$ cat config.mk
export PLATFORM = sky130hd
export DESIGN_NAME = game_controller
export DESIGN_NICKNAME = d
export VERILOG_FILES = /design/src/rtl/game_controller.sv
export SDC_FILE = /design/constraint.sdc
export NUM_CORES = 1
export LEC_CHECK = 0
export CORE_MARGIN = 2
export CORE_UTILIZATION = 45
export CTS_BUF_LIST = sky130_fd_sc_hd__clkbuf_8
export DETAILED_ROUTE_END_ITERATION = 16
export DONT_BUFFER_PORTS = 1
export SLEW_MARGIN = 30
export SYNTH_ARGS = -nofsm -noshare
export SYNTH_HDL_FRONTEND = slang
export SYNTH_SLANG_ARGS = --single-unit
$ cat constraint.sdc
create_clock -name clk -period 4.3 [get_ports clk]
set_clock_uncertainty 0.2 [all_clocks]
set_input_delay 0.86 -clock clk [delete_from_list [all_inputs] [get_ports clk]]
set_output_delay 0.86 -clock clk [all_outputs]
set_load 0.005 [all_outputs]
$ cat src/rtl/game_controller.sv
// game_controller: game-state and collision stage for the flappy-bird VGA design.
// Watches the per-pixel bird/pipe flags on the shared x/y scan and latches any
// collision seen during a frame. It runs the IDLE/PLAY/OVER sequence, keeps a
// 2-digit BCD score, and drives resetGame back to the bird and pipe stages.
// Optional feature: define GAME_CONTROLLER_HIGH_SCORE_EN to add a persistent
// best-score register on the best_tens/best_ones outputs.
module game_controller #(
    parameter int unsigned H_MAX       = 639,
    parameter int unsigned V_MAX       = 479,
    parameter int unsigned GROUND_Y    = 440,
    parameter int unsigned OVER_FRAMES = 60
) (
    input  logic       clk,
    input  logic       reset,
    input  logic       press,
    input  logic [9:0] x,
    input  logic [8:0] y,
    input  logic       bird_on,
    input  logic       pipe_on,
    input  logic       pipe_pass,
    output logic       resetGame,
    output logic       playing,
    output logic       gameOver,
    output logic       frame_tick,
    output logic [3:0] score_tens,
    output logic [3:0] score_ones
`ifdef GAME_CONTROLLER_HIGH_SCORE_EN
    ,
    output logic [3:0] best_tens,
    output logic [3:0] best_ones
`endif
);

    localparam int unsigned CW = $clog2(OVER_FRAMES + 1);
    localparam logic [CW-1:0] OVER_MAX = CW'(OVER_FRAMES);

    typedef enum logic [1:0] {
        IDLE = 2'd0,
        PLAY = 2'd1,
        OVER = 2'd2
    } state_e;

    state_e        state_q, state_d;
    logic          hit_q, hit_d;
    logic [CW-1:0] cnt_q, cnt_d;
    logic [3:0]    score_tens_q, score_tens_d;
    logic [3:0]    score_ones_q, score_ones_d;
    logic          reset_game_q, reset_game_d;
    logic          playing_q, playing_d;
    logic          game_over_q, game_over_d;
    logic          frame_tick_q, frame_tick_d;
`ifdef GAME_CONTROLLER_HIGH_SCORE_EN
    logic [3:0]    best_tens_q, best_tens_d;
    logic [3:0]    best_ones_q, best_ones_d;
`endif

    logic frame_end;
    logic hit_now;

    assign frame_end = (x == 10'(H_MAX)) && (y == 9'(V_MAX));
    assign hit_now   = bird_on && (pipe_on || (y >= 9'(GROUND_Y)));

    // Next-state logic for the IDLE/PLAY/OVER sequence; illegal codes fall back to IDLE.
    always_comb begin
        state_d = state_q;
        case (state_q)
            IDLE: begin
                if (press) state_d = PLAY;
            end
            PLAY: begin
                if (frame_end && (hit_q || hit_now)) state_d = OVER;
            end
            OVER: begin
                if (press && (cnt_q == OVER_MAX)) state_d = IDLE;
            end
            default: state_d = IDLE;
        endcase
    end

    // Collision latch, over-frame counter and BCD score updates.
    always_comb begin
        hit_d        = hit_q;
        cnt_d        = '0;
        score_tens_d = score_tens_q;
        score_ones_d = score_ones_q;

        if ((state_q == PLAY) && hit_now) hit_d = 1'b1;
        if (frame_end)                    hit_d = 1'b0;
        if (state_d != state_q)           hit_d = 1'b0;

        if ((state_q == OVER) && (state_d == OVER)) begin
            cnt_d = cnt_q;
            if (frame_end && (cnt_q != OVER_MAX)) cnt_d = cnt_q + 1'b1;
        end

        case (state_q)
            PLAY: begin
                // A pass on the transition cycle still counts.
                if (pipe_pass) begin
                    if (score_ones_q == 4'd9) begin
                        score_ones_d = 4'd0;
                        score_tens_d = (score_tens_q == 4'd9) ? 4'd0 : score_tens_q + 4'd1;
                    end else begin
                        score_ones_d = score_ones_q + 4'd1;
                    end
                end
            end
            OVER: begin
                if (state_d == IDLE) begin
                    score_tens_d = '0;
                    score_ones_d = '0;
                end
            end
            default: begin
                score_tens_d = '0;
                score_ones_d = '0;
            end
        endcase
    end

    // Registered status outputs follow the next state so they line up with state_q.
    always_comb begin
        reset_game_d = (state_d == IDLE);
        playing_d    = (state_d == PLAY);
        game_over_d  = (state_d == OVER);
        frame_tick_d = frame_end;
    end

`ifdef GAME_CONTROLLER_HIGH_SCORE_EN
    // Best score captured on entry to OVER, using the score as it lands that cycle.
    always_comb begin
        best_tens_d = best_tens_q;
        best_ones_d = best_ones_q;
        if ((state_q == PLAY) && (state_d == OVER) &&
            ({score_tens_d, score_ones_d} > {best_tens_q, best_ones_q})) begin
            best_tens_d = score_tens_d;
            best_ones_d = score_ones_d;
        end
    end
`endif

    // State and output registers with synchronous reset.
    always_ff @(posedge clk) begin
        if (reset) begin
            state_q      <= IDLE;
            hit_q        <= 1'b0;
            cnt_q        <= '0;
            score_tens_q <= '0;
            score_ones_q <= '0;
            reset_game_q <= 1'b1;
            playing_q    <= 1'b0;
            game_over_q  <= 1'b0;
            frame_tick_q <= 1'b0;
`ifdef GAME_CONTROLLER_HIGH_SCORE_EN
            best_tens_q  <= '0;
            best_ones_q  <= '0;
`endif
        end else begin
            state_q      <= state_d;
            hit_q        <= hit_d;
            cnt_q        <= cnt_d;
            score_tens_q <= score_tens_d;
            score_ones_q <= score_ones_d;
            reset_game_q <= reset_game_d;
            playing_q    <= playing_d;
            game_over_q  <= game_over_d;
            frame_tick_q <= frame_tick_d;
`ifdef GAME_CONTROLLER_HIGH_SCORE_EN
            best_tens_q  <= best_tens_d;
            best_ones_q  <= best_ones_d;
`endif
        end
    end

    assign resetGame  = reset_game_q;
    assign playing    = playing_q;
    assign gameOver   = game_over_q;
    assign frame_tick = frame_tick_q;
    assign score_tens = score_tens_q;
    assign score_ones = score_ones_q;
`ifdef GAME_CONTROLLER_HIGH_SCORE_EN
    assign best_tens  = best_tens_q;
    assign best_ones  = best_ones_q;
`endif

endmodule

### Word level (Yosys, flattened, before mapping)

Cells that the tools add are included.

| storage, ports and cells | value |
|---|---|
| bits in latches | 0 |
| bits in registers | 21 |
| output and inout bits | 12 |
| memories kept | 0 |
| ROM bits | 0 |
| bits in writable memories | 0 |
| word-level logic and storage cells | 55 |

| operators by class | value |
|---|---|
| multipliers | 0 |
| bitwise operators | 1 |
| $add $sub $neg | 3 |
| div/mod/pow operators | 0 |
| shift-type cells | 0 |
| mux-type cells | 12 |
| equal/unequal tests | 14 |
| $lt $le $gt $ge | 1 |
| reduce and logical (&&, ||, !) cells | 15 |

Operators with widths:

| operator | count |
|---|---|
| 2-to-1 mux 4 bit | 6 |
| case mux 4 bit (2 select lines) | 2 |
| == test 10 bit (second input constant) | 1 |
| == test 9 bit (second input constant) | 1 |
| greater-or-equal comparator 9 bit (second input constant) | 1 |
| adder 4 x 1 -> 4 bit (second input constant) | 2 |
| == test 4 bit (second input constant) | 2 |
| logical AND 1 bit | 7 |
| adder 6 x 1 -> 6 bit (second input constant) | 1 |
| == test 6 bit (second input constant) | 1 |
| 2-to-1 mux 2 bit | 3 |
| != test 6 bit (second input constant) | 1 |
| case mux 2 bit (3 select lines) | 1 |
| == test 2 x 1 -> 1 bit (second input constant) | 2 |
| == test 2 bit (second input constant) | 2 |
| logical NOT 2 bit | 2 |
| != test 2 bit (second input constant) | 2 |
| AND reduction 3 bit | 1 |
| OR reduction 3 bit | 1 |
| logical OR 1 bit | 2 |
| != test 2 x 1 -> 1 bit (second input constant) | 1 |
| != test 2 bit | 1 |
| AND reduction 2 bit | 1 |
| OR reduction 2 bit | 1 |
| inverter 1 bit | 1 |

### Longest topological paths before layout

| logic depth | value |
|---|---|
| depth after elaboration | 11 |
| gate-level depth with buffers | 6 |

### Worst setup path after synthesis

OpenSTA, ideal clock, no wires.

| timing path | value |
|---|---|
| path kind | input port to flip-flop |
| from | input port x[8] |
| to | register playing_q, in the netlist playing |
| buffers on the path | 1 |
| cell stages on the path | 5 |
| path slack | 2.022 ns |
| setup time | 0.120 ns |
| arrival time | 1.958 ns |
| cells stage by stage | and4bb_2 nand3_2 or3_1 clkbuf_1 o31a_1 |

| between the ends | value |
|---|---|
| cells in the longest elaborated chain, start to end | 6 |

Ends and longest elaborated chain:

| what | RTL line | source |
|---|---|---|
| from (decl) | 16 | `input logic [9:0] x,` |
| == test 10 bit | 60 | `assign frame_end = (x == 10'(H_MAX)) && (y == 9'(V_MAX));` |
| logical AND 1 bit | 60 |  |
| logical AND 1 bit | 71 | `if (frame_end && (hit_q \|\| hit_now)) state_d = OVER;` |
| 2-to-1 mux 2 bit | 71 |  |
| case mux 2 bit (3 select lines) | 66 | `case (state_q)` |
| == test 2 x 1 -> 1 bit | 124 | `playing_d = (state_d == PLAY);` |
| to (signal assigned) | 165 | `playing_q <= playing_d;` |
| to (decl) | 49 | `logic playing_q, playing_d;` |

Every way passes these cells.
A chain may end at the register's enable or synchronous reset.

### Worst setup path after layout

| timing path | value |
|---|---|
| from | register cnt_q[0] |
| to | register cnt_q[1] |

| between the ends | value |
|---|---|
| cells in the longest elaborated chain, start to end | 8 |

Ends and longest elaborated chain:

| what | RTL line | source |
|---|---|---|
| from (decl) | 45 | `logic [CW-1:0] cnt_q, cnt_d;` |
| from (signal assigned) | 161 | `cnt_q <= cnt_d;` |
| == test 6 bit | 74 | `if (press && (cnt_q == OVER_MAX)) state_d = IDLE;` |
| logical AND 1 bit | 74 |  |
| 2-to-1 mux 2 bit | 74 |  |
| case mux 2 bit (3 select lines) | 66 |  |
| == test 2 bit | 91 | `if ((state_q == OVER) && (state_d == OVER)) begin` |
| logical AND 1 bit | 91 |  |
| inverter 1 bit (no line) | n/a |  |
| OR reduction 2 bit (no line) | n/a |  |

Parallel ways exist; a longest one is shown, timed or not.

==> flow_metrics.tcl <==
set metrics [dict create \
    layout-drive-gt1-share 0.0735 \
    worstSetupPathType "flip-flop to flip-flop" \
    ys_types 41 \
    antenna_left 0 \
    ys_top_cells_by_area "dfxtp_1 (36%), ha_1 (6.3%), a21oi_1 (5.1%)" \
    ys_warn_count 0 \
    seq_power_share 0.586 \
    start_kind "flip-flop" \
    grt_antenna_before_repair 0 \
    holdBufCountCts 0 \
    internal_power_mw 0.269 \
    drc 0 \
    finalMaxSlewViolations 0 \
    crit_path_max_fanout 12 \
    syn_area_per_cell_um2 8.57 \
    track_usage 0.160 \
    cts_setup_buffers 0 \
    rsz0062_at_grt "no" \
    synth.largest_area_cell "dfxtp_1" \
    tns_ps 0 \
    overflow 0 \
    rows 18 \
    post-dp-hpwl_um 1770 \
    setup_viol 0 \
    finalCritPeriodShare 0.560 \
    core_um2 2480 \
    synth_fp_nets 169 \
    dp_slack_ps 1820 \
    end_kind "flip-flop" \
    synth.top_cell.area_share 0.356 \
    grt_max_degree 15 \
    grtUsageMet1 0.217 \
    hold_viol_final 0 \
    met2_usage 0.264 \
    cts-resized-gates 0 \
    worstHoldPathType "flip-flop to flip-flop" \
    totalWireLength_um 2370 \
    fillers 258 \
    cp.arrival_ps 2410 \
    ys_seq_area_frac 0.356 \
    instances_no_fill 166 \
    cts.sinks 21 \
    switchingPower_mw 0.0723 \
    grt_pass1_wl_um 4100 \
    synth_edf_count 0 \
    ys_seq_elements 21 \
    vias 1015 \
    fin_nets 168 \
    synth_ff_type "dfxtp_1" \
    start_util 0.477 \
    swShare 0.212 \
    drt_iter0_markers 26 \
    num_antenna_cells 0 \
    wl_per_cell_um 14.3 \
    syn-instance-count 138 \
    clk_path_buf_depth 2 \
    grt_pass1_vias 909 \
    ir_drop_v 0.000229 \
    clk_latency_ps 250 \
    gp_congestion 0.755 \
    cts_tree "yes" \
    synth_common_cells "dfxtp_1 (21), a21oi_1 (12), inv_1 (11), o21ai_0 (10), nor3_1 (8)" \
    slew_headroom 0.392 \
    cts_inserted_buffers 3 \
    netlist_area_um2 1180 \
    htreeDepth 1 \
    pwr-share-comb 0.049 \
    synthToLayoutAreaGrowth_pct 4.34 \
    path_clk_slew_ps 70 \
    io_buffers 0 \
    io-pin-count 37 \
    fmax_mhz 415 \
    dieHeight_um 55.3 \
    synthArstFlopShare 0 \
    maxCapViolCount 0 \
    place_inst 162 \
    dr.pass1.iters 4 \
    finalCriticalPeriod_ps 2410 \
    root_buffer "clkbuf_8" \
    outcome "finished clean" \
    setup_slack_ps 1890 \
    finalPower_mw 0.341 \
    die_w_um 55.3 \
    synth.most_common_cell "dfxtp_1" \
    met3_usage 0.0398 \
    power_density_nw_per_um2 277 \
    cp.required_ps 4300 \
    die-area_um2 3050 \
    grt-busiest-layer "met2" \
    worst_slew_pin_slew_ps 900 \
    clockPowerShare 0.364 \
    viasPerCell 6.11 \
    p_leak_nw 0.401 \
]
## routing by layer
| layer | vias up | part of all wire | wire length (µm) |
|---|---|---|---|
| li1 | 523 | - | - |
| met1 | 471 | 0.49 | 1150 |
| met2 | 19 | 0.48 | 1130 |
| met3 | 2 | 0.033 | 79 |
| met4 | 0 | 0.0042 | 10 |
| met5 | - | 0 | 0 |
## layout make-up
class,instances,area [µm²],area share
flip-flops and latches,21,420,0.341
clock buffers,3,41.3,0.0335
well taps,30,37.5,0.0304
clock inverters,1,5.00,0.00406
multi-input cells,100,688,0.558
inverters,11,41.3,0.0335
## cells in the final DEF (no fill, tap or decap), types with 2 or more instances in the layout
| cell type | count |
|---|---|
| clkbuf_8 | 3 |
| inv_1 | 11 |
| nand2b_1 | 3 |
| o21ai_0 | 10 |
| o31a_1 | 2 |
| a41o_1 | 2 |
| o41ai_1 | 2 |
| ha_1 | 6 |
| dfxtp_1 | 21 |
| a21oi_1 | 12 |
| and4b_1 | 2 |
| or3_1 | 4 |
| o31ai_1 | 5 |
| nand3_1 | 6 |
| nand2_1 | 4 |
| nand4b_1 | 2 |
| nor3_1 | 8 |
| or4_1 | 5 |
| and4_1 | 2 |
| nor2_1 | 6 |
## sequential cells by signal (all words and copies together), names as in the netlist
| signal | flops |
|---|---|
| cnt_q | 6 |
| frame_tick | 1 |
| gameOver | 1 |
| hit_q | 1 |
| playing | 1 |
| resetGame | 1 |
| score_ones | 4 |
| score_tens | 4 |
| state_q | 2 |
## path summary, 6_finish.rpt
kind                               start  endpoint  slack [ps]  depth (start not counted)
worst max-delay path            cnt_q[0]  cnt_q[1]        1890                          5
worst min-delay path            cnt_q[4]  cnt_q[4]         300                          2
worst max register to register  cnt_q[0]  cnt_q[1]        1890                          5
worst min register to register  cnt_q[4]  cnt_q[4]         300                          2
## stage by stage
step	hold WS [ps]	util	cell area [µm²]
6_report	298	0.498	1230
3_5_place_dp	289	0.479	1190
2_1_floorplan	252	-	1180
5_1_grt	327	0.498	1230
3_3_place_gp	272	0.479	1190
4_1_cts	299	0.498	1230
## power by group through the flow
stage          Combinational [mW]  Sequential, mW  Clock [mW]
5_1_grt                    0.0191           0.201       0.138
4_1_cts                    0.0169           0.200       0.129
2_1_floorplan              0.0157           0.204           0
6_report                   0.0168           0.200       0.124
3_5_place_dp               0.0168           0.205           0
3_3_place_gp               0.0165           0.205           0
## cells by family (layout without fill, tap and decap cells)
| group | Yosys count | after routing | synth area share |
|---|---|---|---|
| AO/OA/AOI/OAI | 43 | 43 | 0.242 |
| adder cells (fa/ha/maj) | 6 | 6 | 0.0635 |
| buffers and inverters | 17 | 15 | 0.0624 |
| flip-flops | 21 | 21 | 0.356 |
| multiplexers | 1 | 1 | 0.00952 |
| AND/OR/NAND/NOR | 50 | 50 | 0.267 |
## worst max-delay path: stages (launching register included)
cell	delay (ps)
dfxtp_1	420
inv_1	70
ha_1	250
a41oi_1	750
or2b_1	400
o21ba_2	260
Note: power is estimated with default switching activity, not from simulation.
